--- src/rtl/ex_stage.sv ---
// Execute stage: ADD/SUB ALU, BEQ resolution and a valid/ready result register.
// Define EX_PERF_CNT_EN to add the instruction and taken-branch counters.
module ex_stage #(
  parameter int XLEN = 32,
  parameter int REGW = 5
) (
  input  logic            clk,
  input  logic            rst,
  input  logic            in_valid,
  output logic            in_ready,
  input  logic [XLEN-1:0] in_pc,
  input  logic [6:0]      in_opcode,
  input  logic [3:0]      in_alu_ctrl,
  input  logic [XLEN-1:0] in_rs1_val,
  input  logic [XLEN-1:0] in_rs2_val,
  input  logic [XLEN-1:0] in_imm,
  input  logic [REGW-1:0] in_rd,
  input  logic            in_reg_write,
  input  logic            flush,
  output logic            out_valid,
  input  logic            out_ready,
  output logic [XLEN-1:0] out_alu_result,
  output logic [XLEN-1:0] out_store_data,
  output logic [REGW-1:0] out_rd,
  output logic            out_reg_write,
  output logic            out_mem_read,
  output logic            out_mem_write,
  output logic            branch_taken,
  output logic [XLEN-1:0] branch_target
`ifdef EX_PERF_CNT_EN
  ,
  output logic [31:0]     perf_instr_cnt,
  output logic [31:0]     perf_br_taken_cnt
`endif
);

  localparam logic [6:0] OP_R   = 7'b0110011;
  localparam logic [6:0] OP_BEQ = 7'b1100011;
  localparam logic [6:0] OP_LW  = 7'b0000011;
  localparam logic [6:0] OP_SW  = 7'b0100011;
  localparam logic [3:0] ALU_SUB = 4'b0001;

  typedef struct packed {
    logic [XLEN-1:0] alu;
    logic [XLEN-1:0] store;
    logic [REGW-1:0] rd;
    logic            rw;
    logic            mr;
    logic            mw;
    logic            br;
  } res_t;

  res_t            res_q, res_d;
  logic            sent_q;
  logic            accept;
  logic [XLEN-1:0] opb;
  logic [XLEN-1:0] diff;
  logic            is_beq;

  // Reset gating keeps every output low while rst is asserted.
  assign in_ready = !rst && (!out_valid || out_ready);
  assign accept   = in_valid && in_ready && !flush;

  assign is_beq = (in_opcode == OP_BEQ);
  assign opb    = (in_opcode == OP_R || is_beq) ? in_rs2_val : in_imm;
  assign diff   = in_rs1_val - opb;

  always_comb begin
    res_d       = '0;
    res_d.alu   = (in_alu_ctrl == ALU_SUB) ? diff : in_rs1_val + opb;
    res_d.store = in_rs2_val;
    res_d.rd    = in_rd;
    res_d.rw    = in_reg_write && !(in_opcode == OP_SW) && !is_beq;
    res_d.mr    = (in_opcode == OP_LW);
    res_d.mw    = (in_opcode == OP_SW);
    res_d.br    = is_beq && (diff == '0);
  end

  // Redirect fires once per taken BEQ; sent_q masks it across stall cycles.
  assign branch_taken = out_valid && res_q.br && !sent_q && !flush;

  always_ff @(posedge clk or posedge rst) begin
    if (rst) begin
      out_valid     <= 1'b0;
      res_q         <= '0;
      sent_q        <= 1'b0;
      branch_target <= '0;
    end else if (flush) begin
      out_valid <= 1'b0;
      sent_q    <= 1'b0;
    end else if (accept) begin
      out_valid <= 1'b1;
      res_q     <= res_d;
      sent_q    <= 1'b0;
      if (res_d.br) branch_target <= in_pc + in_imm;
    end else begin
      if (out_ready) out_valid <= 1'b0;
      if (branch_taken) sent_q <= 1'b1;
    end
  end

  assign out_alu_result = res_q.alu;
  assign out_store_data = res_q.store;
  assign out_rd         = res_q.rd;
  assign out_reg_write  = res_q.rw;
  assign out_mem_read   = res_q.mr;
  assign out_mem_write  = res_q.mw;

`ifdef EX_PERF_CNT_EN
  always_ff @(posedge clk or posedge rst) begin
    if (rst) begin
      perf_instr_cnt    <= '0;
      perf_br_taken_cnt <= '0;
    end else begin
      if (accept) perf_instr_cnt <= perf_instr_cnt + 32'd1;
      if (branch_taken) perf_br_taken_cnt <= perf_br_taken_cnt + 32'd1;
    end
  end
`endif

endmodule

--- config.mk ---
export PLATFORM = sky130hd
export DESIGN_NAME = ex_stage
export DESIGN_NICKNAME = d
export VERILOG_FILES = /design/src/rtl/ex_stage.sv
export SDC_FILE = /design/constraint.sdc
export NUM_CORES = 1
export LEC_CHECK = 0
export ABC_AREA = 1
export CORE_ASPECT_RATIO = 1.1
export CORE_MARGIN = 2
export CORE_UTILIZATION = 58
export CTS_CLUSTER_SIZE = 40
export DETAILED_ROUTE_END_ITERATION = 12
export MAX_ROUTING_LAYER = met4
export PLACE_DENSITY = 0.92
export SLEW_MARGIN = 20
export SYNTH_ARGS = -nofsm -noshare
export SYNTH_HDL_FRONTEND = slang
export SYNTH_SLANG_ARGS = --single-unit
--- constraint.sdc ---
create_clock -name clk -period 6.9 [get_ports clk]
set_clock_uncertainty 0.1 [all_clocks]
set_input_delay 1.035 -clock clk [delete_from_list [all_inputs] [get_ports clk]]
set_output_delay 1.035 -clock clk [all_outputs]
set_load 0.02 [all_outputs]
# Word level (Yosys, flattened, before mapping)
# Cells that the tools add are included.
[totals] regBits=107 input_bits=150 output_inout_bits=107 word_cells=49
[op_classes] addsub=3 n_eq_ne=5 mux=8 n_bitwise=1 reduce_logical=22
[ops] operator="32-bit adder" count=2
[ops] operator="32-bit 2-to-1 mux" count=2
[ops] operator="32-bit zero test" count=1
[ops] operator="32-bit subtractor" count=1
[ops] operator="7-bit by 6-bit equality test with 1-bit output (second input constant)" count=2
[ops] operator="1-bit logical AND" count=9
[ops] operator="7-bit by 2-bit equality test with 1-bit output (second input constant)" count=1
[ops] operator="7-bit equality test (second input constant)" count=1
[ops] operator="1-bit zero test" count=6
[ops] operator="1-bit 2-to-1 mux" count=6
[ops] operator="3-bit nonzero test" count=2
[ops] operator="4-bit by 1-bit equality test with 1-bit output (second input constant)" count=1
[ops] operator="3-bit AND reduction" count=1
[ops] operator="1-bit logical OR" count=2
[ops] operator="2-bit AND reduction" count=1
[ops] operator="1-bit NOT" count=1

# Longest topological paths before layout
[depth] word_depth=7 mapped_depth=29 ltp_nobuf=26

# Worst setup path after synthesis
# No wires, ideal clock.
[synth_timing] path_type="in2reg" start="input port in_opcode[3]" end="register branch_target[0]" setup_ns=0.113 arrival_time_ns=3.876 required_time_ns=6.687 path_slack_ns=2.811 stages=25 n_path_buf=2 path_cell_list="nor3_2 nand2_1 nand2_2 buf_1 nand2_1 o21ai_0 inv_1 fa_1 nand2_1 nand2_2 nand3_2 nand2_2 nand2_2 nand2_1 nand3_1 nand2_1 nand2_1 nand2_1 nor2_2 nand2_2 nor2_4 buf_2 nand4_1 nand2_1 inv_1"
[synth_between] elab_chain_len=7 word_cells_on_any_way=8 cone_classes="add/sub (1); eq/ne (2); mux (1); reduce/logical (4)"
[synth_lines] element="start, declared" line_no="12" source="input logic [6:0] in_opcode,"
[synth_lines] element="7-bit by 6-bit equality test with 1-bit output or 7-bit equality test (tied branches)" line_no="65, 64"
[synth_lines] element="1-bit logical OR" line_no="65" source="assign opb = (in_opcode == OP_R || is_beq) ? in_rs2_val : in_imm;"
[synth_lines] element="32-bit 2-to-1 mux" line_no="65"
[synth_lines] element="32-bit subtractor" line_no="66" source="assign diff = in_rs1_val - opb;"
[synth_lines] element="32-bit zero test" line_no="76" source="res_d.br = is_beq && (diff == '0);"
[synth_lines] element="1-bit logical AND (*)" line_no="76"
[synth_lines] element="3-bit AND reduction (no source line) (*)"
[synth_lines] element="end signal, assigned" line_no="95" source="if (res_d.br) branch_target <= in_pc + in_imm;"
[synth_lines] element="end, declared" line_no="29" source="output logic [XLEN-1:0] branch_target"
# Every way passes the cells marked *; elsewhere a longest branch is shown, timed or not.
# A chain may end at the register's enable or synchronous reset.

# Final worst setup path
[layout_timing] start="input port in_opcode[0]" end="register branch_target[11]"
# The elaborated chain is that of the path after synthesis.

==> flow_metrics.env <==
export IMPL_status="finished, final reports clean"
export IMPL_async_flop_share=1.00
export IMPL_synthCells=2035
export IMPL_max_cap_violations=0
export IMPL_crit_family="simple AND/OR/NAND/NOR gates"
export IMPL_post_cts_buffers=0
export IMPL_slew_headroom=0.471
export IMPL_setup_viol=0
export IMPL_synth_avg_cell_area_um2=6.08
export IMPL_clk_latency_ns=0.37
export IMPL_swShare=0.439
export IMPL_post_drt_wl_per_cell_um=18.8
export IMPL_clkTransAtPathRegs_ns=0.09
export IMPL_leakage_uw=0.00766
export IMPL_die_h_um=157
export IMPL_io_buffer_count=256
export IMPL_grt_pass1_wl_mm=70.5
export IMPL_r2r_start="out_valid"
export IMPL_dieArea_um2=22500
export IMPL_cts_tree="done"
export IMPL_core_area_um2=21200
export IMPL_cp_max_fo=46
export IMPL_ios=257
export IMPL_syn_num_nets=2282
export IMPL_power_switching_uw=1130
export IMPL_routabilityCongestion=1.17
export IMPL_power_frac_clock=0.223
export IMPL_r2r_end="branch_target[11]"
export IMPL_cp_cell_sequence="clkdlybuf4s50_1, nand2_1, nor3_2, nand2_1, nand2_2, mux2_2, ha_1, inv_1, fa_1, nand2_1, nand2_2, nand3_1, nand3_1, nand2_1, nand3b_1, nand2_1, nand2_1, nand2_1, nor2_4, buf_4, nand3_4, nand2_1, nand2_1, inv_1"
export IMPL_synth_most_common_cell="nand2_1"
export IMPL_num_vias=14181
export IMPL_endpoint_kind="register"
export IMPL_p_int_uw=1450
export IMPL_track_usage=0.417
export IMPL_syn2layout_area_growth_pct=20.1
export IMPL_ant_nets=0
export IMPL_cp_start_kind="primary input"
export IMPL_grt_pass1_vias=13294
export IMPL_finalSetupTns_ns=0
export IMPL_worstSetupPathType="primary input to register"
export IMPL_cts_hold_buf=0
export IMPL_pwr_share_seq=0.294
export IMPL_synth_area_leaders="dfrtp_1, nand2_1, inv_1"
export IMPL_yosys_area_top_type_share=0.217
export IMPL_clk_path_buf_depth=2
export IMPL_synth_area_um2=12400
export IMPL_cp_data_arrival_time_ns=6.16
export IMPL_die_width_um=143
export IMPL_synth_edff_count=0
export IMPL_antenna_found_initial=1
export IMPL_final_layout_size_suffix_gt1_frac=0.0484
export IMPL_clock_sinks=107
export IMPL_rsz0062_at_grt="no"
export IMPL_timing_final_crit_period_ns=5.94
export IMPL_powerDensity_nw_per_um2=174
export IMPL_yosysTopAreaCell="dfrtp_1"
export IMPL_cp_common_cell="nand2_1"
export IMPL_synth_cell_types=48
export IMPL_wl_mm=46.7
export IMPL_drc=0
export IMPL_ir_drop_mv=0.120
export IMPL_clock_fmax_ghz=0.168
export IMPL_ys_ff_latch=107
export IMPL_p_comb_frac=0.483
export IMPL_worst_pin_slew_ns=0.793
export IMPL_start_util=0.584
export IMPL_cp_startpoint="in_opcode[0]"
export IMPL_layoutNonFillerInstCount=2479
export IMPL_dp_cells=2462
export IMPL_synth_commonest_cells="nand2_1, inv_1, nor2_1"
export IMPL_cts_resized=0
export IMPL_cts_root_buf="clkbuf_16"
export IMPL_ys_flop_type="dfrtp_1"
export IMPL_final_nets=2430
export IMPL_drt_iter0_drc=1392
export IMPL_cp_required_ns=7.12
export IMPL_dr_pass1_iters=6
export IMPL_ys_warn_count=0
export IMPL_numCtsBuffers=9
export IMPL_cp_slowest_cell="nand2_2"
export IMPL_slew_violations=0
export IMPL_grt_start_max_net_pins=67
export IMPL_grt_overflow=0
export IMPL_htreeDepth=3
export IMPL_viasPerCell=5.72
export IMPL_timing_final_crit_share=0.861
export IMPL_critical_path_max_stage_delay_ns=0.57
export IMPL_rows=56
export IMPL_reg2reg_depth=12
export IMPL_finalHoldViolations=0
export IMPL_seq_area_frac_synth=0.217
export IMPL_crit_buf_inv=4
export IMPL_cp_endpoint="branch_target[11]"
export IMPL_ff2ff_setup_slack_ns=3.53
export IMPL_dp_hpwl_mm=38.0
export IMPL_crit_cells=24
export IMPL_hold_class="register to register"
==> power groups by stage <==
stage               registers (uW)  clock network (uW)  logic, uW
global route                   766                 593       1340
finish                         759                 575       1240
detailed placement             769                   0       1210
floorplan                      757                   0        835
global placement               765                   0       1200
CTS                            758                 572       1220
==> how the worst min path moves through the flow <==
stage / end / slack, ns / depth (start not counted) / from
after global routing: out_store_data[1] / 0.40 / 2 / out_store_data[1]
after global placement: out_rd[2] / 0.35 / 2 / out_rd[2]
after floorplan: out_rd[0] / 0.34 / 2 / out_rd[0]
final: out_rd[3] / 0.37 / 2 / out_rd[3]
after detailed placement: out_store_data[4] / 0.36 / 2 / out_store_data[4]
after CTS: out_store_data[4] / 0.38 / 2 / out_store_data[4]
==> final cells by class <==
type                            count  area [um^2]
Antenna cell                        1         2.50
Clock buffer                        9          225
Clock inverter                      7         93.8
Fill cell                        1850         6310
Inverter                          339         1270
Multi-Input combinational cell   1459         7570
Sequential cell                   107         2680
Tap cell                          290          363
Timing Repair Buffer              267         2650
==> cells by family after synthesis <==
group                    Yosys count  synth area share
XOR/XNOR                          29            0.0205
buffers and inverters            469             0.173
flip-flops                       107             0.217
adder cells (fa/ha/maj)           97             0.100
multiplexers                       1          0.000910
AND/OR/NAND/NOR                 1047             0.361
AO/OA/AOI/OAI                    285             0.128
==> registers in the layout, summed over array words and instances, names as in the netlist <==
signal / count
branch_target: 32
sent_q: 1
res_q: 1
out_mem_write: 1
out_store_data: 32
out_reg_write: 1
out_valid: 1
out_mem_read: 1
out_alu_result: 32
out_rd: 5
==> worst reg2reg max path, stage by stage (launching register included) <==
cell and delay, ns:
dfrtp_1 0.43, a21oi_2 0.17, nand2_1 0.12, nor2_4 0.62, nand4_1 0.17, nor3_1 0.29, nand3_1 0.17, nor2_4 0.17
buf_4 0.34, nand3_4 0.42, nand2_1 0.20, nand2_1 0.07, inv_1 0.05
==> routing by layer <==
| layer | track usage | up-vias | share of wire |
|---|---|---|---|
| met3 | 0.0605 | 194 | 0.092 |
| met4 | 0.222 | 0 | 0.061 |
| li1 | - | 6643 | - |
| met1 | 0.513 | 6427 | 0.39 |
| met2 | 0.665 | 917 | 0.46 |
| met5 | - | - | 0 |
==> cell usage in the layout (no fill, tap or decap), drive strengths merged, types with 5 or more instances in the layout <==
master         count
clkinv             8
clkbuf             9
inv              338
ha                94
a31oi              8
xnor2             14
clkdlybuf4s50    256
xor2              15
o21a              14
nor3              22
o21ai            112
o211ai             6
nand2            682
buf               11
nor2             157
a21oi            113
dfrtp            107
a21o               5
o21bai            14
nand4             54
nand3            121
==> through the flow <==
step	setup WS [ns]	hold WS (ns)	cell area, um^2	total power [uW]	utilization
floorplan	2.81	0.343	12400	1590	-
detailed placement	0.665	0.358	14500	1980	0.687
global placement	0.839	0.353	14500	1960	0.687
CTS	1.03	0.378	14800	2550	0.702
finish	0.957	0.373	14900	2580	0.702
global route	0.607	0.398	14900	2700	0.702
Note: power is estimated with default switching activity, not from simulation.
